<file path="src/rtl/mips_ctrl_pkg.sv">
// -----------------------------------------------------------------------------
// mips_ctrl_pkg
// Shared constants for the multicycle MIPS control unit: instruction opcodes,
// R-type funct codes, ALUControl encodings, the ALU operation selector used
// between the FSM and the ALU decoder, and the FSM state encoding.
// -----------------------------------------------------------------------------
package mips_ctrl_pkg;

    // Opcodes (instr[31:26])
    localparam logic [5:0] OP_RTYPE = 6'b000000;
    localparam logic [5:0] OP_LW    = 6'b100011;
    localparam logic [5:0] OP_SW    = 6'b101011;
    localparam logic [5:0] OP_BEQ   = 6'b000100;
    localparam logic [5:0] OP_ADDI  = 6'b001000;
    localparam logic [5:0] OP_J     = 6'b000010;

    // R-type funct codes (instr[5:0])
    localparam logic [5:0] FN_ADD = 6'b100000;
    localparam logic [5:0] FN_SUB = 6'b100010;
    localparam logic [5:0] FN_AND = 6'b100100;
    localparam logic [5:0] FN_OR  = 6'b100101;
    localparam logic [5:0] FN_SLT = 6'b101010;

    // ALUControl encodings
    localparam logic [2:0] ALU_ADD = 3'b010;
    localparam logic [2:0] ALU_SUB = 3'b110;
    localparam logic [2:0] ALU_AND = 3'b000;
    localparam logic [2:0] ALU_OR  = 3'b001;
    localparam logic [2:0] ALU_SLT = 3'b111;

    // Operation class requested by the FSM from the ALU decoder
    typedef enum logic [1:0] {
        ALUOP_ADD   = 2'b00,
        ALUOP_SUB   = 2'b01,
        ALUOP_FUNCT = 2'b10
    } aluop_t;

    // FSM states; encodings 12..15 are unused and recover to FETCH
    typedef enum logic [3:0] {
        S_FETCH    = 4'd0,
        S_DECODE   = 4'd1,
        S_MEMADR   = 4'd2,
        S_MEMREAD  = 4'd3,
        S_MEMWB    = 4'd4,
        S_MEMWRITE = 4'd5,
        S_EXECUTE  = 4'd6,
        S_ALUWB    = 4'd7,
        S_BRANCH   = 4'd8,
        S_ADDIEX   = 4'd9,
        S_ADDIWB   = 4'd10,
        S_JUMP     = 4'd11
    } state_t;

    // True for opcodes the controller knows how to sequence
    function automatic logic is_supported_op(input logic [5:0] op);
        logic ok;
        case (op)
            OP_RTYPE, OP_LW, OP_SW, OP_BEQ, OP_ADDI, OP_J: ok = 1'b1;
            default:                                       ok = 1'b0;
        endcase
        return ok;
    endfunction

endpackage

</file>
<file path="src/rtl/mc_alu_dec.sv">
// -----------------------------------------------------------------------------
// mc_alu_dec
// Purely combinational ALU decoder. Maps the FSM's operation class (add, sub,
// or "use funct") and the R-type funct field onto the 3-bit ALUControl.
// Ports:
//   aluop         in   2  operation class from the FSM
//   funct         in   6  instr[5:0]
//   alu_control   out  3  ALUControl encoding
//   funct_illegal out  1  funct not supported (only meaningful for ALUOP_FUNCT)
// -----------------------------------------------------------------------------
module mc_alu_dec
    import mips_ctrl_pkg::*;
(
    input  aluop_t     aluop,
    input  logic [5:0] funct,
    output logic [2:0] alu_control,
    output logic       funct_illegal
);

    // Decode operation class and funct into ALUControl; unknown funct falls back to add
    always_comb begin
        alu_control   = ALU_ADD;
        funct_illegal = 1'b0;
        case (aluop)
            ALUOP_ADD: alu_control = ALU_ADD;
            ALUOP_SUB: alu_control = ALU_SUB;
            ALUOP_FUNCT: begin
                case (funct)
                    FN_ADD: alu_control = ALU_ADD;
                    FN_SUB: alu_control = ALU_SUB;
                    FN_AND: alu_control = ALU_AND;
                    FN_OR:  alu_control = ALU_OR;
                    FN_SLT: alu_control = ALU_SLT;
                    default: begin
                        alu_control   = ALU_ADD;
                        funct_illegal = 1'b1;
                    end
                endcase
            end
            default: alu_control = ALU_ADD;
        endcase
    end

endmodule

</file>
<file path="src/rtl/multicycle_controller.sv">
// -----------------------------------------------------------------------------
// multicycle_controller
// Control FSM for a multicycle MIPS datapath (lw, sw, R-type, beq, addi, j).
// Datapath selects are decoded from the current state; memory-qualified
// strobes (IRWrite/PCEn in FETCH, PCEn in BRANCH) follow mem_ready / zero in
// the same cycle so a stalled access never commits. Also counts retired
// instructions.
// Ports:
//   clk, rst_n          clock, asynchronous active-low reset
//   opcode, funct       instruction fields from the instruction register
//   zero                ALU zero flag (beq decision)
//   mem_ready           completion of the current memory request
//   mem_req, IorD, MemWrite, IRWrite, RegDst, MemToReg, RegWrite, ALUSrcA,
//   ALUSrcB[1:0], PCSrc[1:0], PCEn, ALUControl[2:0]   datapath control
//   state_o[3:0]        current state (debug)
//   illegal_op          one-cycle pulse on unsupported opcode/funct
//   instr_count[31:0]   retired-instruction counter (wraps)
// -----------------------------------------------------------------------------
module multicycle_controller
    import mips_ctrl_pkg::*;
#(
    parameter int IMEM_WAIT_OK = 1
)
(
    input  logic        clk,
    input  logic        rst_n,
    input  logic [5:0]  opcode,
    input  logic [5:0]  funct,
    input  logic        zero,
    input  logic        mem_ready,
    output logic        mem_req,
    output logic        IorD,
    output logic        MemWrite,
    output logic        IRWrite,
    output logic        RegDst,
    output logic        MemToReg,
    output logic        RegWrite,
    output logic        ALUSrcA,
    output logic [1:0]  ALUSrcB,
    output logic [1:0]  PCSrc,
    output logic        PCEn,
    output logic [2:0]  ALUControl,
    output logic [3:0]  state_o,
    output logic        illegal_op,
    output logic [31:0] instr_count
);

    state_t      state_q, state_d;
    logic [31:0] instr_count_q, instr_count_d;

    logic        ready_s;
    logic        retire_s;
    logic        mem_req_s, iord_s, memwrite_s, irwrite_s;
    logic        regdst_s, memtoreg_s, regwrite_s, alusrca_s, pcen_s;
    logic [1:0]  alusrcb_s, pcsrc_s;
    logic        illegal_s;
    aluop_t      aluop_s;
    logic [2:0]  alu_control_s;
    logic        funct_illegal_s;

    // With stalls disabled every memory access is treated as completing at once
    assign ready_s = (IMEM_WAIT_OK != 0) ? mem_ready : 1'b1;

    mc_alu_dec u_alu_dec (
        .aluop         (aluop_s),
        .funct         (funct),
        .alu_control   (alu_control_s),
        .funct_illegal (funct_illegal_s)
    );

    // Next-state, retirement and per-state datapath control decode
    always_comb begin
        state_d    = S_FETCH;
        retire_s   = 1'b0;
        mem_req_s  = 1'b0;
        iord_s     = 1'b0;
        memwrite_s = 1'b0;
        irwrite_s  = 1'b0;
        regdst_s   = 1'b0;
        memtoreg_s = 1'b0;
        regwrite_s = 1'b0;
        alusrca_s  = 1'b0;
        alusrcb_s  = 2'b00;
        pcsrc_s    = 2'b00;
        pcen_s     = 1'b0;
        illegal_s  = 1'b0;
        aluop_s    = ALUOP_ADD;
        case (state_q)
            S_FETCH: begin
                // PC+4 computed every cycle; IR and PC only load on completion
                mem_req_s = 1'b1;
                alusrcb_s = 2'b01;
                if (ready_s) begin
                    irwrite_s = 1'b1;
                    pcen_s    = 1'b1;
                    state_d   = S_DECODE;
                end else begin
                    state_d   = S_FETCH;
                end
            end
            S_DECODE: begin
                // Branch target precomputed into ALUOut while decoding
                alusrcb_s = 2'b11;
                case (opcode)
                    OP_LW, OP_SW: state_d = S_MEMADR;
                    OP_RTYPE:     state_d = S_EXECUTE;
                    OP_BEQ:       state_d = S_BRANCH;
                    OP_ADDI:      state_d = S_ADDIEX;
                    OP_J:         state_d = S_JUMP;
                    default: begin
                        state_d   = S_FETCH;
                        illegal_s = 1'b1;
                    end
                endcase
            end
            S_MEMADR: begin
                alusrca_s = 1'b1;
                alusrcb_s = 2'b10;
                if (opcode == OP_SW) begin
                    state_d = S_MEMWRITE;
                end else begin
                    state_d = S_MEMREAD;
                end
            end
            S_MEMREAD: begin
                mem_req_s = 1'b1;
                iord_s    = 1'b1;
                if (ready_s) begin
                    state_d = S_MEMWB;
                end else begin
                    state_d = S_MEMREAD;
                end
            end
            S_MEMWB: begin
                memtoreg_s = 1'b1;
                regwrite_s = 1'b1;
                retire_s   = 1'b1;
                state_d    = S_FETCH;
            end
            S_MEMWRITE: begin
                // MemWrite held through every stall cycle of the store
                mem_req_s  = 1'b1;
                iord_s     = 1'b1;
                memwrite_s = 1'b1;
                if (ready_s) begin
                    retire_s = 1'b1;
                    state_d  = S_FETCH;
                end else begin
                    state_d  = S_MEMWRITE;
                end
            end
            S_EXECUTE: begin
                alusrca_s = 1'b1;
                aluop_s   = ALUOP_FUNCT;
                illegal_s = funct_illegal_s;
                state_d   = S_ALUWB;
            end
            S_ALUWB: begin
                regdst_s   = 1'b1;
                regwrite_s = 1'b1;
                retire_s   = 1'b1;
                state_d    = S_FETCH;
            end
            S_BRANCH: begin
                alusrca_s = 1'b1;
                aluop_s   = ALUOP_SUB;
                pcsrc_s   = 2'b01;
                pcen_s    = zero;
                retire_s  = 1'b1;
                state_d   = S_FETCH;
            end
            S_ADDIEX: begin
                alusrca_s = 1'b1;
                alusrcb_s = 2'b10;
                state_d   = S_ADDIWB;
            end
            S_ADDIWB: begin
                regwrite_s = 1'b1;
                retire_s   = 1'b1;
                state_d    = S_FETCH;
            end
            S_JUMP: begin
                pcsrc_s  = 2'b10;
                pcen_s   = 1'b1;
                retire_s = 1'b1;
                state_d  = S_FETCH;
            end
            default: begin
                state_d = S_FETCH;
            end
        endcase
    end

    // Retire counter next value; wraps naturally at 32 bits
    always_comb begin
        if (retire_s) begin
            instr_count_d = instr_count_q + 32'd1;
        end else begin
            instr_count_d = instr_count_q;
        end
    end

    // FSM state and retire counter registers
    always_ff @(posedge clk or negedge rst_n) begin
        if (!rst_n) begin
            state_q       <= S_FETCH;
            instr_count_q <= 32'd0;
        end else begin
            state_q       <= state_d;
            instr_count_q <= instr_count_d;
        end
    end

    // Side-effecting strobes are gated by rst_n so they drop the instant reset asserts
    assign mem_req    = mem_req_s  & rst_n;
    assign MemWrite   = memwrite_s & rst_n;
    assign IRWrite    = irwrite_s  & rst_n;
    assign RegWrite   = regwrite_s & rst_n;
    assign PCEn       = pcen_s     & rst_n;
    assign illegal_op = illegal_s  & rst_n;

    assign IorD        = iord_s;
    assign RegDst      = regdst_s;
    assign MemToReg    = memtoreg_s;
    assign ALUSrcA     = alusrca_s;
    assign ALUSrcB     = alusrcb_s;
    assign PCSrc       = pcsrc_s;
    assign ALUControl  = alu_control_s;
    assign state_o     = state_q;
    assign instr_count = instr_count_q;

endmodule

</file>
<file path="config.mk">
export PLATFORM = sky130hd
export DESIGN_NAME = multicycle_controller
export DESIGN_NICKNAME = d
export VERILOG_FILES = /design/src/rtl/mips_ctrl_pkg.sv /design/src/rtl/mc_alu_dec.sv /design/src/rtl/multicycle_controller.sv
export SDC_FILE = /design/constraint.sdc
export NUM_CORES = 1
export LEC_CHECK = 0
export BUFFER_PORTS_ARGS = -buffer_cell sky130_fd_sc_hd__buf_2
export CAP_MARGIN = 5
export CORE_MARGIN = 10
export CORE_UTILIZATION = 43
export CTS_CLUSTER_DIAMETER = 120
export DETAILED_ROUTE_END_ITERATION = 8
export PLACE_DENSITY_LB_ADDON = 0.3
export SLEW_MARGIN = 20
export SYNTH_ARGS = -nofsm -noshare
export SYNTH_HDL_FRONTEND = slang
export SYNTH_HIERARCHICAL = 1
export SYNTH_SLANG_ARGS = --single-unit
</file>
<file path="constraint.sdc">
create_clock -name clk -period 2.7 [get_ports clk]
set_input_delay 0.54 -clock clk [delete_from_list [all_inputs] [get_ports clk]]
set_output_delay 0.54 -clock clk [all_outputs]
set_load 0.02 [all_outputs]
</file>
## Yosys cells after proc, flatten, opt, wreduce, memory -nomap -nowiden

Cells that the tools add are included.

| storage, ports and cells | value |
|---|---|
| word-level logic and storage cells | 69 |
| output and inout port bits | 53 |
| register bits | 36 |

| operators by class | value |
|---|---|
| add/subtract/negate cells | 1 |
| bitwise gates (word level) | 6 |
| equal/unequal tests | 23 |
| reduce and logical (&&, ||, !) cells | 11 |
| mux-type cells | 26 |

Operators by type and width:

| cell | count |
|---|---|
| $eq 6x6->1 const B | 7 |
| $add 32x1->32 const B | 1 |
| $pmux 4 s7 | 1 |
| $pmux 4 s5 | 1 |
| $eq 4x3->1 const B | 4 |
| $eq 4x4->1 const B | 4 |
| $mux 1 | 13 |
| $pmux 3 s4 | 1 |
| $reduce_or 5->1 | 2 |
| $mux 3 | 3 |
| $eq 4x2->1 const B | 2 |
| $pmux 2 s2 | 2 |
| $and 1x1->1 | 6 |
| $eq 6x2->1 const B | 1 |
| $eq 6x3->1 const B | 1 |
| $eq 6x4->1 const B | 1 |
| $logic_not 6->1 | 1 |
| $pmux 2 s3 | 1 |
| $pmux 3 s2 | 1 |
| $reduce_or 2->1 | 3 |
| $reduce_or 3->1 | 2 |
| $reduce_or 6->1 | 1 |
| $eq 4x1->1 const B | 1 |
| $logic_not 4->1 | 1 |
| 5 further kinds | 6 |

## Longest topological paths before layout

Gate-level depths: netlist (run 1).

| depth | value |
|---|---|
| depth in word-level cells | 6 |
| gate-level depth with buffers | 9 |
| mapped depth without buffers | 9 |

## Hierarchy

The synthesis (run 1) kept the hierarchy.

Modules (own cells, without submodules):

| module | sequential area each (um^2) | times used | cells each | area an instance (um^2) |
|---|---|---|---|---|
| multicycle_controller | 900.9 | 1 | 215 | 2,016.9 |
| mc_alu_dec | 0.0 | 1 | 20 | 148.9 |

## Worst setup path before layout (run 1)

No wires, ideal clock.

| timing path | value |
|---|---|
| path kind | register to output |
| from | register state_q[1], in the netlist state_o[1] |
| to | output illegal_op |
| buffers on the path | 2 |
| cell stages (with the launch flop) | 10 |
| data required time | 2.160 ns |
| slack | 0.175 ns |
| data arrival time | 1.985 ns |
| path through | dfrtp_1 buf_4 clkbuf_1 nor3_1 inv_1 ha_1 inv_1 a31oi_1 nand2_1 a21boi_0 |

| on the way | value |
|---|---|
| cells in the longest elaborated chain, start to end | 6 |

Ends and longest elaborated chain:

| item | line | text |
|---|---|---|
| from (decl) | multicycle_controller.sv:48 | `state_t state_q, state_d;` |
| from (signal assigned) | multicycle_controller.sv:209 | `state_q <= state_d;` |
| $eq 4x4->1 or $eq 4x3->1 (tied branches) | multicycle_controller.sv:88 | `case (state_q)` |
| $pmux 2 s2 * | multicycle_controller.sv:88 |  |
| via aluop_s[0] | multicycle_controller.sv:57 | `aluop_t aluop_s;` |
| $eq 2x2->1 * | mc_alu_dec.sv:24 | `case (aluop)` |
| $mux 1 * | mc_alu_dec.sv:24 |  |
| via funct_illegal_s | multicycle_controller.sv:59 | `logic funct_illegal_s;` |
| $pmux 1 s2 * | multicycle_controller.sv:88 |  |
| $and 1x1->1 * | multicycle_controller.sv:220 | `assign illegal_op = illegal_s & rst_n;` |
| to (decl) | multicycle_controller.sv:44 | `output logic illegal_op,` |

Mark *: on every way through the listed nets, which the timed path passes. The rest lies on a longest branch.

## Worst setup path after layout (run 1)

| timing path | value |
|---|---|
| from | register state_q[2], in the netlist state_o[2] |
| to | output ALUControl[2] |

| on the way | value |
|---|---|
| cells in the longest elaborated chain, start to end | 4 |

Ends and longest elaborated chain:

| item | line | text |
|---|---|---|
| $eq 4x4->1 or $eq 4x3->1 (tied branches) | multicycle_controller.sv:88 |  |
| $pmux 2 s2 * | multicycle_controller.sv:88 |  |
| $eq 2x2->1 or $eq 2x1->1 (tied branches) | mc_alu_dec.sv:24 |  |
| $pmux 3 s2 * | mc_alu_dec.sv:24 |  |
| to (decl) | multicycle_controller.sv:42 | `output logic [2:0] ALUControl,` |

Every way passes the cells marked *; elsewhere a longest branch is shown, timed or not.

==> impl_metrics.yaml, run 1 <==
run:
  max-cap-violations: 0
critical_path:
  r2r_slack_ns: 0.45
  startpoint_type: "flip-flop"
  cp_max_fo: 5
  worst_path_max_delay_cell: "dfrtp_1"
  path_class: "flip-flop to primary output"
  worstPathArrival_ns: 1.98
  max_stage_delay_ns: 0.37
  r2r-start: "state_o[1]"
  ff2ff_path_depth: 6
  r2r-end: "instr_count[30]"
  required_ns: 2.16
  crit_path_end_kind: "primary output"
  path_common_cell: "inv_1"
  path_cells: "inv_1 > nand2_1 > nor3_2 > inv_1 > ha_2 > nor2b_1 > a32o_1 > buf_2"
global_routing:
  grt_pass1_wl_mm: 9.13
  grt_remaining_overflow: 0
  grt_start_max_net_pins: 37
  grt_usage_pct: 13.0
  grt_pass1_vias: 1904
  antenna_found_initial: 0
placement:
  preCtsSetupSlack_ns: 0.419
  globalplace.congestion: 0.838
  placed_area_sq_um: 2580
  numPortBuffers: 68
  dp_hpwl_mm: 4.21
synth:
  yosys-top-cells-area: "dfrtp_1 42%, xnor2_1 7.7%, xor2_1 6.1%"
  synthArstFlopShare_pct: 100
  synth_top_family_by_area: "simple AND/OR/NAND/NOR gates"
  synth_ff_type: "dfrtp_1"
  synth.distinct_cells: 42
  synth_seq_area_share_pct: 41.6
  synth-compound-area-share_pct: 8.20
  yosys.area.top_type_share_pct: 41.6
  synth_nets: 254
  ys_ff_latch: 36
  synthSimpleGateAreaFrac_pct: 30.0
  synthesis.area_sq_um: 2170
  syn_inst: 235
  yosys_warnings: 6
  yosysMostFrequentCell: "dfrtp_1"
  synthTopCellsByCount: "36 x dfrtp_1, 24 x nor2_1, 19 x xnor2_1"
  synthMuxAreaShare_pct: 0.982
  syn_area_per_cell_sq_um: 9.22
  synth-edff-count: 0
  synth-xor-area-share_pct: 13.7
  synthAdderAreaFrac_pct: 1.73
  synth_top_area_cell: "dfrtp_1"
clock_tree:
  cts-buffers-inserted: 5
  worst_skew_pair.late_latency_ns: 0.29
  h-tree-depth: 2
  cts-root-buf: "clkbuf_8"
  clockBufferDepth: 2
  cts.sinks: 36
  clk_pin_slew_ns: 0.06
  cts_tree: "yes"
sta:
  setup_ws_ns: 0.179
  fin_crit_sh_pct: 93.4
  hold_viol: 0
  clock-skew-final_ns: 0.00513
  setup_viol: 0
  min_period_ns: 2.52
  max_slew_margin_pct: 62.6
  max_freq_mhz: 397
  slew_viol_final: 0
  worst_pin_slew_ns: 0.558
drt:
  vias_per_cell: 5.17
  drtIter0Drc: 31
  num_vias: 1923
  post-route-drc-count: 0
  wirelength_mm: 5.41
  dr.pass1.iters: 4
  postRouteAntennaNets: 0
  wire_per_inst_um: 14.5
die:
  die-width_um: 91.0
  rows: 25
  die_h_um: 91.0
  num_io_pins: 69
  initial_core_util_pct: 45.0
  design.core.area_sq_um: 4820
  dieArea_sq_um: 8280
power:
  power.total_mw: 1.69
  vdd_ir_drop_max_uv: 510
  power_leakage_nw: 1.30
  power_density_nw_per_um2: 634
hold_path:
  hp-class: "primary input to asynchronous set/reset pin"
outcome:
  status: "complete, no violations"
finish:
  final_core_util_pct: 55.3
  nNetsFinal: 326
  areaGrowthSynthToFinish_pct: 22.9
  diodes: 0
  drive_above_1_share_pct: 28.5
  fill_cells: 477
  postLayoutCellArea_sq_um: 2660
## flip-flops by register name, indices dropped and copies added, names as in the netlist
register,flops
instr_count,32
state_o,4
## stage by stage
stage | hold slack, ns | cells | TNS, ns
6_report | 0.402 | 372 | 0
5_1_grt | 0.436 | 372 | -0.0104
4_1_cts | 0.411 | 372 | 0
3_5_place_dp | 0.474 | 367 | 0
3_3_place_gp | 0.457 | 367 | 0
2_1_floorplan | 0.244 | 235 | 0
## cells in the final DEF, fill, tap and decap left out, types with 2 or more instances in the layout
cell type / synthesis / layout
clkbuf_8: 0 / 5
nor3b_1: 3 / 3
a21oi_1: 6 / 6
o221ai_1: 2 / 2
xor2_1: 15 / 15
a21boi_0: 2 / 2
and4bb_1: 2 / 2
nand4_1: 7 / 7
xnor2_1: 19 / 19
buf_4: 2 / 6
o21ai_0: 5 / 5
nand2_1: 16 / 16
nand2b_1: 7 / 7
and2b_1: 2 / 2
nor2b_1: 5 / 5
nor2_1: 24 / 23
nand3_1: 16 / 16
inv_1: 8 / 8
dfrtp_1: 36 / 36
o211a_1: 2 / 2
a31oi_1: 2 / 2
nor3_1: 15 / 14
and4_1: 4 / 4
and3_1: 10 / 10
ha_1: 3 / 2
buf_2: 2 / 68
## cell families (layout without fill, tap and decap cells)
| family | after synthesis | count (layout) |
|---|---|---|
| DFF | 36 | 36 |
| and+or+nand+nor | 117 | 117 |
| AOI/OAI and AO/OA | 26 | 26 |
| xor gates and xnor gates | 34 | 34 |
| buffers and inverters | 17 | 87 |
| muxes | 2 | 2 |
| adders and majority gates | 3 | 3 |
## power breakdown
group | total (mW) | leakage, nW | internal, mW | switching (mW)
clock network | 0.334 | 0.0359 | 0.166 | 0.168
logic | 0.665 | 0.803 | 0.246 | 0.419
registers | 0.690 | 0.465 | 0.601 | 0.0895
total | 1.69 | 1.30 | 1.01 | 0.676
## critical path: cells and delay by family, from the launching register on
family                     cells  cell delay [ns]
AOI/OAI and AO/OA              1             0.25
buffers and inverters          3             0.36
DFF                            1             0.37
and+or+nand+nor                3             0.37
adders and majority gates      1             0.35
## area by class of cell
cell class	count	area [sq um]	share of cell area, %
clock buffer	5	68.8	2.58
inverter	8	30.0	1.13
multi-input combinational	182	1190	44.8
sequential	36	901	33.8
tap	67	83.8	3.15
timing repair buffer	74	385	14.5
## how the worst max path moves through the flow
stage                     startpoint  cells past startpoint       endpoint
after global placement    state_o[2]                      8  ALUControl[2]
after global routing      state_o[2]                      8  ALUControl[2]
final                     state_o[2]                      8  ALUControl[2]
after floorplan           state_o[1]                      9     illegal_op
after detailed placement  state_o[2]                      8  ALUControl[2]
after CTS                 state_o[2]                      8  ALUControl[2]
## metal layers
metal / global-route usage (%) / routed length (um) / part of all wire, % / up-vias
met5: 0 / 0 / 0 / -
met4: 3.52 / 60 / 1.1 / 0
met3: 4.44 / 282 / 5.2 / 6
met2: 21.3 / 2640 / 49 / 33
met1: 16.0 / 2430 / 45 / 914
li1: - / - / - / 970
## timing repair
| action | 4_1_cts | 5_1_grt |
|---|---|---|
| setup endpoints to repair | 0 | 3 |
| hold endpoints to repair | 0 | 0 |
| hold buffers | 0 | 0 |
| setup buffers | 0 | 0 |
| gates resized for setup | 0 | 3 |
Note: power is estimated with default switching activity, not from simulation.
==> run 2: changes to the inputs <==
- CAP_MARGIN: 5 -> 15
- REMOVE_ABC_BUFFERS: not set -> 1
- SETUP_SLACK_MARGIN: not set -> 0.3
==> run 2 against run 1 <==
  * Sequential power fell by 2%
  * Count of clock-buffer cells in the layout rose by 2
  * Final cell count rose by 2.4%
  * Clock power rose by 56%
  * Combinational power rose by 9.9%
  * Worst hold slack got worse by 0.29 ns
  * Power rose by 14%
  * Setup slack improved by 0.18 ns
  * Sequential cell count did not move
  * Sequential share of layout area fell by 1.9 points
  * Die area did not move
  * Critical path depth did not move
  * Largest cell class unchanged
==> impl_metrics.yaml, run 2 (synthesized netlist as in run 1, its figures left out) <==
outcome:
  status: "complete, no violations"
placement:
  globalplace.congestion: 0.838
  preCtsSetupSlack_ns: 0.431
  dp_hpwl_mm: 4.17
  placed_area_sq_um: 2580
  numPortBuffers: 68
power:
  vdd_ir_drop_max_uv: 523
  p_int_mw: 1.20
  clock_power_share_pct: 27.0
  seqPwrFrac_pct: 35.2
  power_density_nw_per_um2: 683
  p_switching_uw: 727
  swShare_pct: 37.7
  power_leakage_nw: 1.37
  comb_power_share_pct: 37.9
sta:
  clock-skew-final_ns: 0.00636
  grt_setup_unrepaired: "true"
  setup_ws_ns: 0.358
  setup_tns_ns: 0
  fin_crit_sh_pct: 86.7
  max_slew_margin_pct: 60.5
  max_freq_mhz: 427
  whs_ns: 0.115
  hold_viol: 0
  min_period_ns: 2.34
  slew_viol_final: 0
  setup_viol: 0
  worst_pin_slew_ns: 0.590
drt:
  wirelength_mm: 5.76
  drtIter0Drc: 115
  wire_per_inst_um: 15.1
  postRouteAntennaNets: 0
  post-route-drc-count: 0
  num_vias: 1983
  dr.pass1.iters: 4
  vias_per_cell: 5.20
critical_path:
  max_stage_delay_ns: 0.40
  cp-endpoint: "ALUControl[2]"
  worstPathArrival_ns: 1.80
  required_ns: 2.16
  cp_num_buf_inv: 3
  ff2ff_path_depth: 6
  worst_path_max_delay_cell: "dfrtp_1"
  r2r-start: "state_o[1]"
  path_class: "flip-flop to primary output"
  crit_start: "state_o[2]"
  startpoint_type: "flip-flop"
  r2r_slack_ns: 0.47
  path_cells: "inv_2 > nand2_2 > nor3_4 > inv_2 > ha_4 > nor2b_1 > a32o_1 > buf_2"
  r2r-end: "instr_count[30]"
  cp_max_fo: 4
  path_common_cell: "inv_2"
  path_depth: 8
  crit_path_end_kind: "primary output"
  path_delay_family: "flip-flops"
clock_tree:
  cts-root-buf: "clkbuf_8"
  clockBufferDepth: 2
  worst_skew_pair.late_latency_ns: 0.29
  h-tree-depth: 2
  cts.sinks: 36
  cts-buffers-inserted: 5
  clk_pin_slew_ns: 0.07
  cts_tree: "yes"
global_routing:
  grt_pass1_vias: 2071
  use_met1_pct: 16.4
  grt_pass1_wl_mm: 9.73
  met3_usage_pct: 4.28
  antenna_found_initial: 0
  grt_start_max_net_pins: 32
  grt_busiest_layer: "met2"
  grt_remaining_overflow: 0
  grt_usage_pct: 13.9
  use_met2_pct: 23.3
finish:
  final_common_cell: "buf_2"
  nNetsFinal: 332
  diodes: 0
  largest_reg_flops: 32
  areaGrowthSynthToFinish_pct: 30.4
  fill_cells: 461
  postLayoutCellArea_sq_um: 2820
  drive_above_1_share_pct: 32.8
  final_cell_mix: "66 x buf_2, 35 x dfrtp_1, 23 x nor2_1"
run:
  max-cap-violations: 0
die:
  die-width_um: 91.0
  dieArea_sq_um: 8280
  design.core.area_sq_um: 4820
  die_h_um: 91.0
  initial_core_util_pct: 45.0
  num_io_pins: 69
  rows: 25
hold_path:
  hp-class: "primary input to asynchronous set/reset pin"
run 2: cell count changes in the layout (fill, tap and decap cells not counted), moves of 2 or more:
cell      change
nand2b_4      +2
buf_4         +5
buf_2         -2
inv_1         -2
nand2b_1      -2
clkbuf_8      +2
inv_2         +2
buf_6         +3
run 2: worst min-delay path by stage:
stage	from	end	slack (ns)
after floorplan	rst_n	instr_count[0]	0.24
after global placement	rst_n	state_o[1]	0.43
after detailed placement	rst_n	state_o[1]	0.42
after CTS	rst_n	state_o[1]	0.11
after global routing	rst_n	state_o[1]	0.11
final	rst_n	state_o[1]	0.12
run 2: area by class of cell:
cell class | count | area (sq um) | area share [%]
sequential | 36 | 902 | 31.9
timing repair buffer | 80 | 447 | 15.8
tap | 67 | 83.8 | 2.97
clock inverter | 1 | 30.0 | 1.06
inverter | 8 | 30.0 | 1.06
multi-input combinational | 182 | 1230 | 43.7
clock buffer | 7 | 96.3 | 3.41
run 2: metrics by stage:
step                      cells  util, %  total power [mW]
after global routing        381     58.6              2.06
final                       381     58.6              1.93
after floorplan             226        -              1.10
after CTS                   380     57.7              1.93
after global placement      367     53.6              1.36
after detailed placement    367     53.6              1.37
run 2: repair_timing:
| item | 4_1_cts | 5_1_grt |
|---|---|---|
| hold buffers | 0 | 0 |
| resized for setup | 9 | 10 |
| pin swaps | 2 | 4 |
| endpoints found under the setup margin | 4 | 4 |
| setup buffers | 5 | 1 |
run 2: routing by layer:
layer | wire length [um] | vias to the layer above | share of wire, %
met5 | 0 | - | 0
met4 | 66 | 0 | 1.1
met3 | 306 | 5 | 5.3
met2 | 2850 | 52 | 50
met1 | 2540 | 949 | 44
li1 | - | 977 | -
run 2: worst reg2reg max path: stages, from the launching register on:
cell and delay, ns:
dfrtp_1 0.46, buf_4 0.26, nand2b_1 0.19, nor2_1 0.12, or4_4 0.63, nor4_4 0.33
xor2_1 0.16
run 2: power by group through the flow:
stage,Clock (mW),Combinational (mW),Sequential [mW]
4_1_cts,0.533,0.719,0.673
6_report,0.520,0.731,0.679
2_1_floorplan,0,0.317,0.786
3_5_place_dp,0,0.689,0.676
5_1_grt,0.566,0.803,0.691
3_3_place_gp,0,0.685,0.674
